==> config.mk <==
export PLATFORM = sky130hd
export DESIGN_NAME = sdram_frame_sequencer
export DESIGN_NICKNAME = d
export VERILOG_FILES = /design/src/rtl/sdram_frame_sequencer.sv
export SDC_FILE = /design/constraint.sdc
export NUM_CORES = 1
export LEC_CHECK = 0
export BUFFER_PORTS_ARGS = -buffer_cell sky130_fd_sc_hd__buf_2
export CORE_ASPECT_RATIO = 0.7
export CORE_MARGIN = 5
export CORE_UTILIZATION = 49
export DETAILED_ROUTE_END_ITERATION = 10
export PLACE_DENSITY = 0.83
export SETUP_SLACK_MARGIN = 0.5
export SYNTH_ARGS = -nofsm -noshare
export SYNTH_HDL_FRONTEND = slang
export SYNTH_SLANG_ARGS = --single-unit
==> constraint.sdc <==
create_clock -name clk_133M -period 2.4 [get_ports clk_133M]
set_clock_uncertainty 0.2 [all_clocks]
set_input_delay 0.72 -clock clk_133M [delete_from_list [all_inputs] [get_ports clk_133M]]
set_output_delay 0.72 -clock clk_133M [all_outputs]
set_load 0.01 [all_outputs]
==> src/rtl/sdram_frame_sequencer.sv <==
// Burst request sequencer between the pixel FIFOs and sdram_top (133 MHz domain).
// It loads one frame of rows into SDRAM, then replays the rows into the read FIFO on every VGA frame.
module sdram_frame_sequencer #(
   parameter int ROWS_PER_FRAME = 128,
   parameter int WR_THRESH      = 512,
   parameter int RD_THRESH      = 512,
   parameter int FIFO_UW        = 11
) (
   input  logic               clk_133M,
   input  logic               rst_133,
   input  logic [FIFO_UW-1:0] wr_fifo_used,
   input  logic [FIFO_UW-1:0] rd_fifo_used,
   input  logic               vsync_i,
   input  logic               reload_i,
   output logic               wr_sdram_req,
   input  logic               wr_sdram_ack,
   output logic [23:0]        wr_sdram_add,
   output logic               rd_sdram_req,
   input  logic               rd_sdram_ack,
   output logic [23:0]        rd_sdram_add,
   output logic               frame_written,
   output logic               rd_underrun,
   output logic [7:0]         wr_row
);

   typedef enum logic [1:0] {IDLE = 2'd0, WR = 2'd1, RD = 2'd2} state_t;

   localparam logic [7:0]         ROWS  = 8'(ROWS_PER_FRAME);
   localparam logic [FIFO_UW-1:0] WR_TH = FIFO_UW'(WR_THRESH);
   localparam logic [FIFO_UW-1:0] RD_TH = FIFO_UW'(RD_THRESH);

   // Bank and column are always zero; the row sits in bits [21:9].
   function automatic logic [23:0] row_addr(input logic [7:0] row);
      return {2'b00, 5'b00000, row, 9'b000000000};
   endfunction

   state_t      state_q, state_d;
   logic        vs_meta_q, vs_meta_d, vs_s_q, vs_s_d, vs_prev_q, vs_prev_d;
   logic        wr_req_q, wr_req_d, rd_req_q, rd_req_d;
   logic [23:0] wr_add_q, wr_add_d, rd_add_q, rd_add_d;
   logic [7:0]  wr_row_q, wr_row_d, rd_row_q, rd_row_d;
   logic        frame_written_q, frame_written_d;
   logic        rd_underrun_q, rd_underrun_d;
   logic        restart_q, restart_d;
   logic        reload_pend_q, reload_pend_d;
   logic        vs_low, vs_fall;

   assign vs_low  = ~vs_s_q;
   assign vs_fall = vs_prev_q & ~vs_s_q;

   // Next-state, request and counter logic.
   always_comb begin
      state_d         = state_q;
      vs_meta_d       = vsync_i;
      vs_s_d          = vs_meta_q;
      vs_prev_d       = vs_s_q;
      wr_req_d        = wr_req_q;
      rd_req_d        = rd_req_q;
      wr_add_d        = wr_add_q;
      rd_add_d        = rd_add_q;
      wr_row_d        = wr_row_q;
      rd_row_d        = rd_row_q;
      frame_written_d = frame_written_q;
      rd_underrun_d   = rd_underrun_q;
      restart_d       = restart_q;
      reload_pend_d   = reload_pend_q;

      case (state_q)
         IDLE: begin
            if (reload_i || reload_pend_q) begin
               wr_row_d        = 8'd0;
               frame_written_d = 1'b0;
               restart_d       = 1'b1;
               reload_pend_d   = 1'b0;
            end else if (vs_low || restart_q) begin
               rd_row_d  = 8'd0;
               restart_d = 1'b0;
            end else if (frame_written_q && (rd_row_q < ROWS) && (rd_fifo_used <= RD_TH)) begin
               state_d  = RD;
               rd_req_d = 1'b1;
               rd_add_d = row_addr(rd_row_q);
            end else if (!frame_written_q && (wr_fifo_used >= WR_TH)) begin
               state_d  = WR;
               wr_req_d = 1'b1;
               wr_add_d = row_addr(wr_row_q);
            end else begin
               state_d = IDLE;
            end
         end
         WR: begin
            if (reload_i) begin
               reload_pend_d = 1'b1;
            end else begin
               reload_pend_d = reload_pend_q;
            end
            if (wr_sdram_ack) begin
               state_d  = IDLE;
               wr_req_d = 1'b0;
               if (wr_row_q < ROWS) begin
                  wr_row_d = wr_row_q + 8'd1;
               end else begin
                  wr_row_d = wr_row_q;
               end
               if ((wr_row_q + 8'd1) >= ROWS) begin
                  frame_written_d = 1'b1;
               end else begin
                  frame_written_d = frame_written_q;
               end
            end else begin
               state_d = WR;
            end
         end
         RD: begin
            if (reload_i) begin
               reload_pend_d = 1'b1;
            end else begin
               reload_pend_d = reload_pend_q;
            end
            if (rd_sdram_ack) begin
               state_d  = IDLE;
               rd_req_d = 1'b0;
               rd_row_d = rd_row_q + 8'd1;
            end else begin
               state_d = RD;
            end
         end
         default: begin
            state_d  = IDLE;
            wr_req_d = 1'b0;
            rd_req_d = 1'b0;
         end
      endcase

      // A vsync edge outranks the IDLE clear so no frame start is ever lost.
      if (vs_fall) begin
         restart_d = 1'b1;
         if (frame_written_q && (rd_row_q < ROWS)) begin
            rd_underrun_d = 1'b1;
         end else begin
            rd_underrun_d = rd_underrun_q;
         end
      end else begin
         restart_d = restart_d;
      end
   end

   // State and output registers.
   always_ff @(posedge clk_133M or negedge rst_133) begin
      if (!rst_133) begin
         state_q         <= IDLE;
         vs_meta_q       <= 1'b0;
         vs_s_q          <= 1'b0;
         vs_prev_q       <= 1'b0;
         wr_req_q        <= 1'b0;
         rd_req_q        <= 1'b0;
         wr_add_q        <= 24'd0;
         rd_add_q        <= 24'd0;
         wr_row_q        <= 8'd0;
         rd_row_q        <= 8'd0;
         frame_written_q <= 1'b0;
         rd_underrun_q   <= 1'b0;
         restart_q       <= 1'b0;
         reload_pend_q   <= 1'b0;
      end else begin
         state_q         <= state_d;
         vs_meta_q       <= vs_meta_d;
         vs_s_q          <= vs_s_d;
         vs_prev_q       <= vs_prev_d;
         wr_req_q        <= wr_req_d;
         rd_req_q        <= rd_req_d;
         wr_add_q        <= wr_add_d;
         rd_add_q        <= rd_add_d;
         wr_row_q        <= wr_row_d;
         rd_row_q        <= rd_row_d;
         frame_written_q <= frame_written_d;
         rd_underrun_q   <= rd_underrun_d;
         restart_q       <= restart_d;
         reload_pend_q   <= reload_pend_d;
      end
   end

   assign wr_sdram_req  = wr_req_q;
   assign rd_sdram_req  = rd_req_q;
   assign wr_sdram_add  = wr_add_q;
   assign rd_sdram_add  = rd_add_q;
   assign wr_row        = wr_row_q;
   assign frame_written = frame_written_q;
   assign rd_underrun   = rd_underrun_q;

endmodule

# After elaboration in Yosys (flattened, before gate mapping)
# Index checks and enable logic that the tools add are counted.
# word_totals
register_bits	43
latch_bits	0
mem_bits_rw	0
rom_bits	0
input_bits	28
out_inout_bits	60
elab_cells	102
n_memories	0
# op_classes
add_sub_neg	2
multipliers	0
div_mod_pow	0
magnitude_cmp	5
eq_ne	14
shifts	0
n_mux	36
bitwise	7
n_reduce_logical	24
# ops
op	n
2-to-1 mux 8 bit	6
one-hot mux 8 bit (2 select lines)	2
inequality test 2 bit (second input constant)	11
2-to-1 mux 1 bit	19
adder 8 x 1 -> 8 bit (second input constant)	2
< comparator 8 bit (second input constant)	2
AND reduction 4 bit	4
>= comparator 11 x 10 -> 1 bit (second input constant)	1
<= comparator 11 x 10 -> 1 bit (second input constant)	1
AND reduction 5 bit	2
>= comparator 8 bit (second input constant)	1
2-to-1 mux 2 bit	4
nonzero test 2 bit	4
NOT 1 bit	6
one-hot mux 1 bit (3 select lines)	2
one-hot mux 2 bit (3 select lines)	1
AND reduction 2 bit	3
AND reduction 6 bit	1
one-hot mux 1 bit (2 select lines)	2
logical AND 1 bit	3
AND reduction 3 bit	1
nonzero test 3 bit	1
== test 2 x 1 -> 1 bit (second input constant)	1
== test 2 bit (second input constant)	1
6 further kinds	7

# Longest topological paths before layout
# Gate-level depths: netlist (run 1).
# depth
ltp_word	7
depth_mapped	8
ltp_nobuf	7

# Least setup slack after synthesis (run 1)
# No wires, ideal clock.
# synth_path
kind	input to register
from	in rd_fifo_used[0]
to	reg rd_add_q[11], in the netlist rd_sdram_add[11]
setup_ps	127
t_arrival_ps	1803
slack_ps	269
path_stages	6
n_path_buf	1
cell_sequence	nor4_1 > nand4_1 > o41ai_2 > nor2b_1 > buf_4 > mux2_1
# synth_via
elab_chain_cells	3
# synth_rtl
element	line	rtl
start: declaration	12	input logic [FIFO_UW-1:0] rd_fifo_used,
<= comparator 11 x 10 -> 1 bit	78	end else if (frame_written_q && (rd_row_q < ROWS) && (rd_fifo_used <= RD_TH)) begin
logical AND 1 bit	78	
AND reduction 4 bit (no line)	n/a	
end signal: assignment	172	rd_add_q <= rd_add_d;
end: declaration	40	logic [23:0] wr_add_q, wr_add_d, rd_add_q, rd_add_d;
# No other way between the ends.
# A chain may end at the register's enable or synchronous reset.

# Worst setup path after layout (run 1)
# layout_path
from	in rd_fifo_used[7]
to	reg rd_add_q[13], in the netlist rd_sdram_add[13]
# The elaborated chain is that of the path after synthesis.

==> results of run 1 <==
[final timing paths]
check,cells after the start,from,slack [ns],endpoint
worst max-delay path,7,rd_fifo_used[7],0.38,rd_sdram_add[13]$_DFFE_PN0P_
worst min-delay path,0,vs_meta_q$_DFF_PN0_,0.16,vs_prev_d$_DFF_PN0_
worst max register to register,7,state_q[1]$_DFFE_PN0P_,0.43,rd_sdram_add[13]$_DFFE_PN0P_
worst min register to register,0,vs_meta_q$_DFF_PN0_,0.16,vs_prev_d$_DFF_PN0_
max in group asynchronous,2,rst_133,1.27,rd_row_q[2]$_DFFE_PN0P_
min in group asynchronous,1,rst_133,0.18,wr_sdram_add[10]$_DFFE_PN0P_
[cells by family (layout without fill, tap and decap cells)]
| kind of cell | Yosys count | in the layout | share of synthesized area |
|---|---|---|---|
| simple gates | 71 | 71 | 0.169 |
| buf+inv | 45 | 94 | 0.127 |
| flops | 43 | 43 | 0.464 |
| compound gates | 32 | 32 | 0.0928 |
| mux | 17 | 17 | 0.0820 |
| xor+xnor | 8 | 8 | 0.0302 |
| fa+ha+maj | 6 | 6 | 0.0324 |
| other cells | 1 | 32 | 0.00162 |
[what timing repair did]
item | 4_1_cts | 5_1_grt
gates resized for setup | 22 | 20
setup buffers | 10 | 15
pin swaps | 6 | 10
endpoints found under the setup margin | 33 | 33
endpoints found under the hold margin | 0 | 0
gates cloned | 0 | 0
[power groups by stage]
stage / Clock (mW) / Sequential, mW / Combinational [mW]
2_1_floorplan: 0 / 0.869 / 0.410
3_3_place_gp: 0 / 0.857 / 0.537
3_5_place_dp: 0 / 0.861 / 0.556
4_1_cts: 0.456 / 0.842 / 0.673
5_1_grt: 0.490 / 0.858 / 0.943
6_report: 0.450 / 0.849 / 0.878
[state kept, by name, indices dropped and copies added, names as in the netlist]
name	flops
vs_prev_q	1
wr_row	8
rd_underrun	1
frame_written	1
state_q	2
vs_meta_q	1
wr_sdram_req	1
restart_q	1
rd_sdram_add	8
reload_pend_q	1
rd_row_q	8
vs_prev_d	1
wr_sdram_add	8
rd_sdram_req	1
[final cells by class]
type / instances / area (sq um) / share of cell area
Clock buffer: 6 / 72.6 / 0.0239
Clock inverter: 2 / 12.5 / 0.00412
Inverter: 9 / 33.8 / 0.0111
Multi-Input combinational cell: 166 / 1260 / 0.414
Sequential cell: 43 / 1080 / 0.356
Tap cell: 55 / 68.8 / 0.0227
Timing Repair Buffer: 77 / 510 / 0.168
[worst register-to-register path, cell delays in order, from the launching register on]
cell and delay [ns]:
dfrtp_1 0.41, inv_2 0.09, ha_4 0.15, nor3b_4 0.25, nand2_2 0.13, nor2b_2 0.15
buf_6 0.17, mux2_4 0.31
[cell usage in the layout, fill, tap and decap left out, drive strengths merged, types with 2 or more instances in the layout]
| cell | n |
|---|---|
| o22ai | 2 |
| o21ai | 10 |
| nor2 | 23 |
| nand4 | 4 |
| xor2 | 6 |
| buf | 77 |
| nand2b | 3 |
| a21oi | 8 |
| mux2 | 16 |
| clkbuf | 6 |
| dfrtp | 43 |
| nor2b | 4 |
| nor4 | 3 |
| nand3 | 9 |
| conb | 32 |
| ha | 6 |
| nor3b | 3 |
| o41ai | 3 |
| inv | 9 |
| nor3 | 3 |
| o31ai | 3 |
| xnor2 | 2 |
| and4 | 2 |
| nand2 | 13 |
[layer usage]
metal | GRT usage | part of all wire
met5 | 0 | 0
met4 | 0.0556 | 0.016
met2 | 0.286 | 0.49
met1 | 0.246 | 0.42
met3 | 0.0401 | 0.074
[synthesized netlist by cell type (all sizes together) (2+ instances only)]
cell type  instances  area, sq um
dfrtp             43         1080
buf               35          258
nor2              23         96.4
mux2              16          180
nand2             13         51.3
o21ai             10         50.0
inv                9         33.8
nand3              9         50.1
a21oi              8         40.0
ha                 6         75.1
xor2               6         52.6
nand4              4         25.0
nor2b              4         32.5
nand2b             3         18.8
nor3               3         15.0
nor3b              3         38.8
nor4               3         18.8
o31ai              3         27.5
o41ai              3         33.8
and4               2         17.5
o22ai              2         12.5
xnor2              2         17.5
==> flow_summary.ini, run 1 <==
[outcome]
run_status = finished, final reports clean

[power]
p_seq_frac = 0.390
switching_share = 0.360
power_mw = 2.18
switchingPower_mw = 0.784
power.density_mw_per_mm2 = 717
clock_power_share = 0.207
vdd_drop_max_uv = 341
combPwrFrac = 0.403
leakagePower_nw = 1.52
p_int_mw = 1.39

[setup_path]
worst_setup_path_start_kind = input port
worst_ep_arrival_time_ns = 2.00
path_delay_family = simple AND/OR/NAND/NOR gates
path_class = in -> reg
crit_path_end_kind = register
critPathBufInv = 2
crit_slowest_cell = mux2_4
worstPathCellList = buf_6, nor4_4, nand4_1, o41ai_2, nor2b_2, buf_6, mux2_4
required_ns = 2.38
path_max_fanout = 8
slowest_delay_ns = 0.31
crit_top_cell = buf_6

[clock_tree]
cts_tree = done
clkSinkCount = 43
clkSlewWorstSetupHoldPaths_ns = 0.08
ctsHtreeMaxLevel = 2
clock_latency_ns = 0.29
cts-root-buf = clkbuf_8
numCtsBuffers = 5
hold_buffers = 0
clk_path_buf_depth = 2

[finish]
antenna_cells = 0
synthToLayoutAreaGrowth_pct = 30.9
drive_gt1_frac = 0.426
fillCellCount = 328
stdcell_count = 358
fin_area_sq_mm = 0.00304
fin_util = 0.681
nets = 336

[timing]
whs_ns = 0.162
setup_tns_ns = 0
report.final.slew_viol_count = 0
final-setup-viol-count = 0
timing.final.crit_share = 0.841
hold_viol = 0
period_minus_slack_ns = 2.02
rsz0062_at_grt = yes
timing.fmax_ghz = 0.496
relSlewSlack = 0.613
setup_slack_ns = 0.382
worstMarginPinSlew_ns = 0.574

[die]
floorplan.initialDensity = 0.521
core_sq_mm = 0.00445
die_w_microns = 92.2
io_pins = 88
die_h_microns = 67.6
design.die.area_sq_mm = 0.00623
core.rowCount = 20

[run]
max-cap-violations = 0

[logic_synthesis]
synthFlopType = dfrtp_1
synth_area_sq_mm = 0.00232
synth_seq_area_share = 0.464
ys_ff_latch = 43
synth_cell_type_count = 48
synthArstFlopShare = 1.00
avgSynthCellArea_sq_um = 10.4
synthCells = 223
ys_warn_count = 0
synth_edf_count = 0

[grt]
grt_pass1_wl_microns = 8580
gr-total-overflow = 0
grtUsageTotal = 0.179
first_global_vias = 1717
grt_max_degree = 23
antenna_found_initial = 0

[placed_design]
hpwl_microns = 3710
place_congestion = 0.862
post-place-ws_ns = 0.0300
portBuffers = 46
placed_area_sq_mm = 0.00256
placed_cells = 325

[drt]
routed-via-count = 1911
postRouteAntennaNets = 0
drtPass1Iterations = 4
via_per_inst = 5.34
wl_per_cell_microns = 17.1
drc = 0
drt_iter0_markers = 118
wl_microns = 6100

[min_path]
hp-class = reg -> reg
Note: power is estimated with default switching activity, not from simulation.
==> inputs of run 2 (changes only) <==
- clock period: 2.4 -> 2.06 ns (I/O delays scaled with it)
==> flow_summary.ini, run 2 (synthesis results as in run 1) <==
[finish]
multiInputGateArea_sq_mm = 0.00140
nets = 381
register_area_sq_mm = 0.00108
drive_gt1_frac = 0.569
final_cell_mix = buf_4 (54), dfrtp_1 (36), buf_2 (36)
antenna_cells = 0
layout.cells.most_common = buf_4
synthToLayoutAreaGrowth_pct = 57.1
fillCellCount = 214

[setup_path]
required_ns = 2.06
reg2reg_to = rd_sdram_add[15]$_DFFE_PN0P_
path_class = reg -> reg
worst_ep_arrival_time_ns = 2.07
ff2ff_setup_slack_ns = -0.007
path_max_fanout = 8
cp-startpoint = rd_row_q[7]$_DFFE_PN0P_
reg2reg_depth = 6
rr_startpoint = rd_row_q[7]$_DFFE_PN0P_
worst_setup_path_start_kind = register
crit_path_end_kind = register

[die]
design.die.area_sq_mm = 0.00623
die_h_microns = 67.6
io_pins = 88
die_w_microns = 92.2
core.rowCount = 20
floorplan.initialDensity = 0.521
core_sq_mm = 0.00445

[grt]
antenna_found_initial = 0
grt_use_met3 = 0.0579
grt.busiest_layer = met2
first_global_vias = 2149
use_met1 = 0.318
grtUsageMet2 = 0.395
grtUsageTotal = 0.246
grt_pass1_wl_microns = 11500
gr-total-overflow = 0
grt_max_degree = 27

[timing]
setup_slack_ns = -0.00701
period_minus_slack_ns = 2.07
hold_viol = 0
setup_tns_ns = -0.0247
timing.final.crit_share = 1.00
report.final.slew_viol_count = 0
rsz0062_at_grt = yes
final-setup-viol-count = 6
relSlewSlack = 0.456
worstMarginPinSlew_ns = 0.807
timing.fmax_ghz = 0.484

[power]
combPwrFrac = 0.493
power.density_mw_per_mm2 = 833
switchingPower_mw = 1.19
leakagePower_nw = 1.83
switching_share = 0.393
p_seq_frac = 0.323
clock_power_share = 0.185
vdd_drop_max_uv = 554
power_mw = 3.03
p_int_mw = 1.84

[clock_tree]
numCtsBuffers = 5
cts-root-buf = clkbuf_8
clock_latency_ns = 0.31
ctsHtreeMaxLevel = 2
clkSinkCount = 43
clkSlewWorstSetupHoldPaths_ns = 0.09
cts_tree = done
clk_path_buf_depth = 2

[drt]
postRouteAntennaNets = 0
drc = 0
wl_per_cell_microns = 21.9
drt_iter0_markers = 207
wl_microns = 8820
routed-via-count = 2317
via_per_inst = 5.75
drtPass1Iterations = 5

[outcome]
violations = negative setup slack
run_status = finished with violations

[run]
max-cap-violations = 0

[placed_design]
place_congestion = 0.836
hpwl_microns = 3790
post-place-ws_ns = -0.191
portBuffers = 46

[min_path]
hp-class = in -> async
==> run 2: timing repair <==
| item | in CTS | in global routing |
|---|---|---|
| setup buffers | 41 | 21 |
| endpoints found under the setup margin | 64 | 65 |
| resized for setup | 58 | 38 |
| hold endpoints to repair | 0 | 0 |
| pin swaps | 22 | 16 |
| hold buffers | 0 | 0 |
==> run 2: layout make-up <==
cell class / count / share of cell area
Multi-Input combinational cell: 166 / 0.384
Timing Repair Buffer: 122 / 0.264
Tap cell: 55 / 0.0189
Inverter: 9 / 0.0113
Clock inverter: 2 / 0.00344
Clock buffer: 6 / 0.0199
Sequential cell: 43 / 0.298
==> run 2: critical path: stages, from the launching register on <==
cell	delay, ns
dfrtp_2	0.46
nor3b_1	0.23
nand4_1	0.22
o41ai_4	0.12
nor2b_2	0.23
buf_6	0.18
mux2_4	0.31
==> run 2: routing by layer <==
metal	routed length [microns]	vias up
met4	405	0
li1	-	952
met1	3520	1129
met5	0	-
met2	4140	191
met3	756	45
==> run 2: worst max-delay path by stage <==
| stage | endpoint | slack (ns) | cells after the start |
|---|---|---|---|
| 3_5_place_dp | rd_sdram_add[13]$_DFFE_PN0P_ | -0.19 | 7 |
| 3_3_place_gp | rd_sdram_add[9]$_DFFE_PN0P_ | -0.17 | 7 |
| 5_1_grt | rd_sdram_add[10]$_DFFE_PN0P_ | -0.05 | 6 |
| 2_1_floorplan | rd_sdram_add[11]$_DFFE_PN0P_ | 0.05 | 6 |
| 4_1_cts | rd_row_q[4]$_DFFE_PN0P_ | 0.14 | 7 |
| 6_report | rd_sdram_add[15]$_DFFE_PN0P_ | -0.007 | 6 |
==> run 2: power groups by stage <==
stage,logic [mW],registers [mW],clock network (mW)
floorplan,0.536,1.01,0
finish,1.50,0.979,0.560
detailed placement,0.752,1.00,0
global route,1.56,0.986,0.599
CTS,1.12,0.973,0.537
global placement,0.730,1.00,0
==> run 2: stage by stage <==
step | instances | util | cell area, sq um | hold WS [ns]
finish | 403 | 0.818 | 3640 | 0.0485
floorplan | 254 | - | 2530 | 0.122
global placement | 333 | 0.599 | 2670 | 0.137
global route | 403 | 0.818 | 3640 | 0.0835
CTS | 382 | 0.743 | 3310 | 0.0608
detailed placement | 333 | 0.599 | 2670 | 0.141
==> inputs of run 3 (changes only) <==
- CORE_ASPECT_RATIO: 0.7 -> default
==> flow_summary.ini, run 3 (synthesis results as in run 1) <==
[finish]
nets = 380
layout.cells.most_common = buf_4
synthToLayoutAreaGrowth_pct = 53.0
fin_util = 0.761
final_cell_mix = buf_4 (61), dfrtp_1 (37), buf_2 (36)
stdcell_count = 400
drive_gt1_frac = 0.546
antenna_cells = 0
register_area_sq_mm = 0.00108
fillCellCount = 256
multiInputGateArea_sq_mm = 0.00135

[power]
power.density_mw_per_mm2 = 815
leakagePower_nw = 1.81
vdd_drop_max_uv = 431

[timing]
timing.final.crit_share = 1.00
relSlewSlack = 0.649
worstMarginPinSlew_ns = 0.526
rsz0062_at_grt = yes
report.final.slew_viol_count = 0
hold_viol = 0
timing.fmax_ghz = 0.485
setup_slack_ns = -0.00196
final-setup-viol-count = 1
period_minus_slack_ns = 2.06

[die]
core.rowCount = 25
floorplan.initialDensity = 0.497
core_sq_mm = 0.00466
io_pins = 88
die_w_microns = 78.8
die_h_microns = 78.8
design.die.area_sq_mm = 0.00621

[clock_tree]
clk_path_buf_depth = 2
clkSlewWorstSetupHoldPaths_ns = 0.08
clkSinkCount = 43
numCtsBuffers = 5
cts_tree = done
clock_latency_ns = 0.31
ctsHtreeMaxLevel = 2
cts-root-buf = clkbuf_8

[setup_path]
crit_path_end_kind = register
worst_ep_arrival_time_ns = 2.10
path_class = reg -> reg
required_ns = 2.09
path_max_fanout = 9
worst_setup_path_start_kind = register

[run]
max-cap-violations = 0

[grt]
grt_max_degree = 44
first_global_vias = 2068
grt_pass1_wl_microns = 10500
gr-total-overflow = 0
antenna_found_initial = 0
grtUsageTotal = 0.216

[min_path]
hp-class = in -> async

[drt]
drc = 0
via_per_inst = 5.83
routed-via-count = 2332
postRouteAntennaNets = 0
wl_per_cell_microns = 21.6
drt_iter0_markers = 244
wl_microns = 8650
drtPass1Iterations = 5

[outcome]
run_status = finished with violations
violations = negative setup slack

[placed_design]
hpwl_microns = 3610
portBuffers = 46
place_congestion = 0.836
placed_cells = 328
-- run 3: per-layer routing --
metal  vias to the layer above  routed length [microns]  global-route usage
met4                         0                      494              0.0752
met3                        55                      720              0.0465
met5                         -                        0                   0
met2                       180                     4350               0.379
li1                        949                        -                   -
met1                      1148                     3090               0.260
-- run 3: cell type report --
| type | instances | share of cell area |
|---|---|---|
| Timing Repair Buffer | 121 | 0.261 |
| Multi-Input combinational cell | 166 | 0.380 |
| Clock buffer | 6 | 0.0233 |
| Tap cell | 54 | 0.0190 |
| Inverter | 9 | 0.0102 |
| Clock inverter | 1 | 0.00141 |
| Sequential cell | 43 | 0.305 |
-- run 3: through the flow --
step	total power, mW	TNS (ns)	hold WS (ns)	worst slack [ns]	cell area [sq um]
after floorplan	1.55	0	0.122	0.0533	2530
after global placement	1.71	-0.911	0.142	-0.136	2640
after detailed placement	1.74	-1.26	0.151	-0.178	2640
after CTS	2.54	0	0.0944	0.145	3220
after global routing	3.00	-0.366	0.0951	-0.0552	3550
final	2.89	-0.00196	0.0736	-0.00196	3550
-- run 3: critical path, stage by stage (launching register included) --
cell	delay, ns
dfrtp_1	0.43
inv_2	0.08
ha_4	0.17
nor3b_4	0.15
buf_6	0.17
nor4_4	0.30
nand3_1	0.17
xor2_1	0.17
nor2_1	0.14
-- run 3: final timing paths --
check	from	endpoint	slack, ns	cells after the start
max	state_q[1]$_DFFE_PN0P_	wr_row[6]$_DFFE_PN0P_	-0.002	8
min	rst_133	rd_sdram_req$_DFFE_PN0P_	0.07	2
max reg2reg	state_q[1]$_DFFE_PN0P_	wr_row[6]$_DFFE_PN0P_	-0.002	8
min reg2reg	vs_meta_q$_DFF_PN0_	vs_prev_d$_DFF_PN0_	0.16	0
max in group asynchronous	rst_133	wr_row[4]$_DFFE_PN0P_	1.37	2
min in group clk_133M	vs_meta_q$_DFF_PN0_	vs_prev_d$_DFF_PN0_	0.16	0
-- run 3: where the power goes --
| part | switching, mW | total, mW | leakage (nW) | internal [mW] |
|---|---|---|---|---|
| clock | 0.297 | 0.560 | 0.0470 | 0.263 |
| combinational | 0.713 | 1.34 | 1.18 | 0.631 |
| sequential | 0.0755 | 0.988 | 0.577 | 0.913 |
| total | 1.09 | 2.89 | 1.81 | 1.81 |
-- run 3: what timing repair did --
item / 4_1_cts / 5_1_grt
gates cloned: 0 / 0
setup endpoints to repair: 64 / 66
resized for setup: 43 / 27
pin swaps: 13 / 10
hold buffers: 0 / 0
buffers inserted: 39 / 26
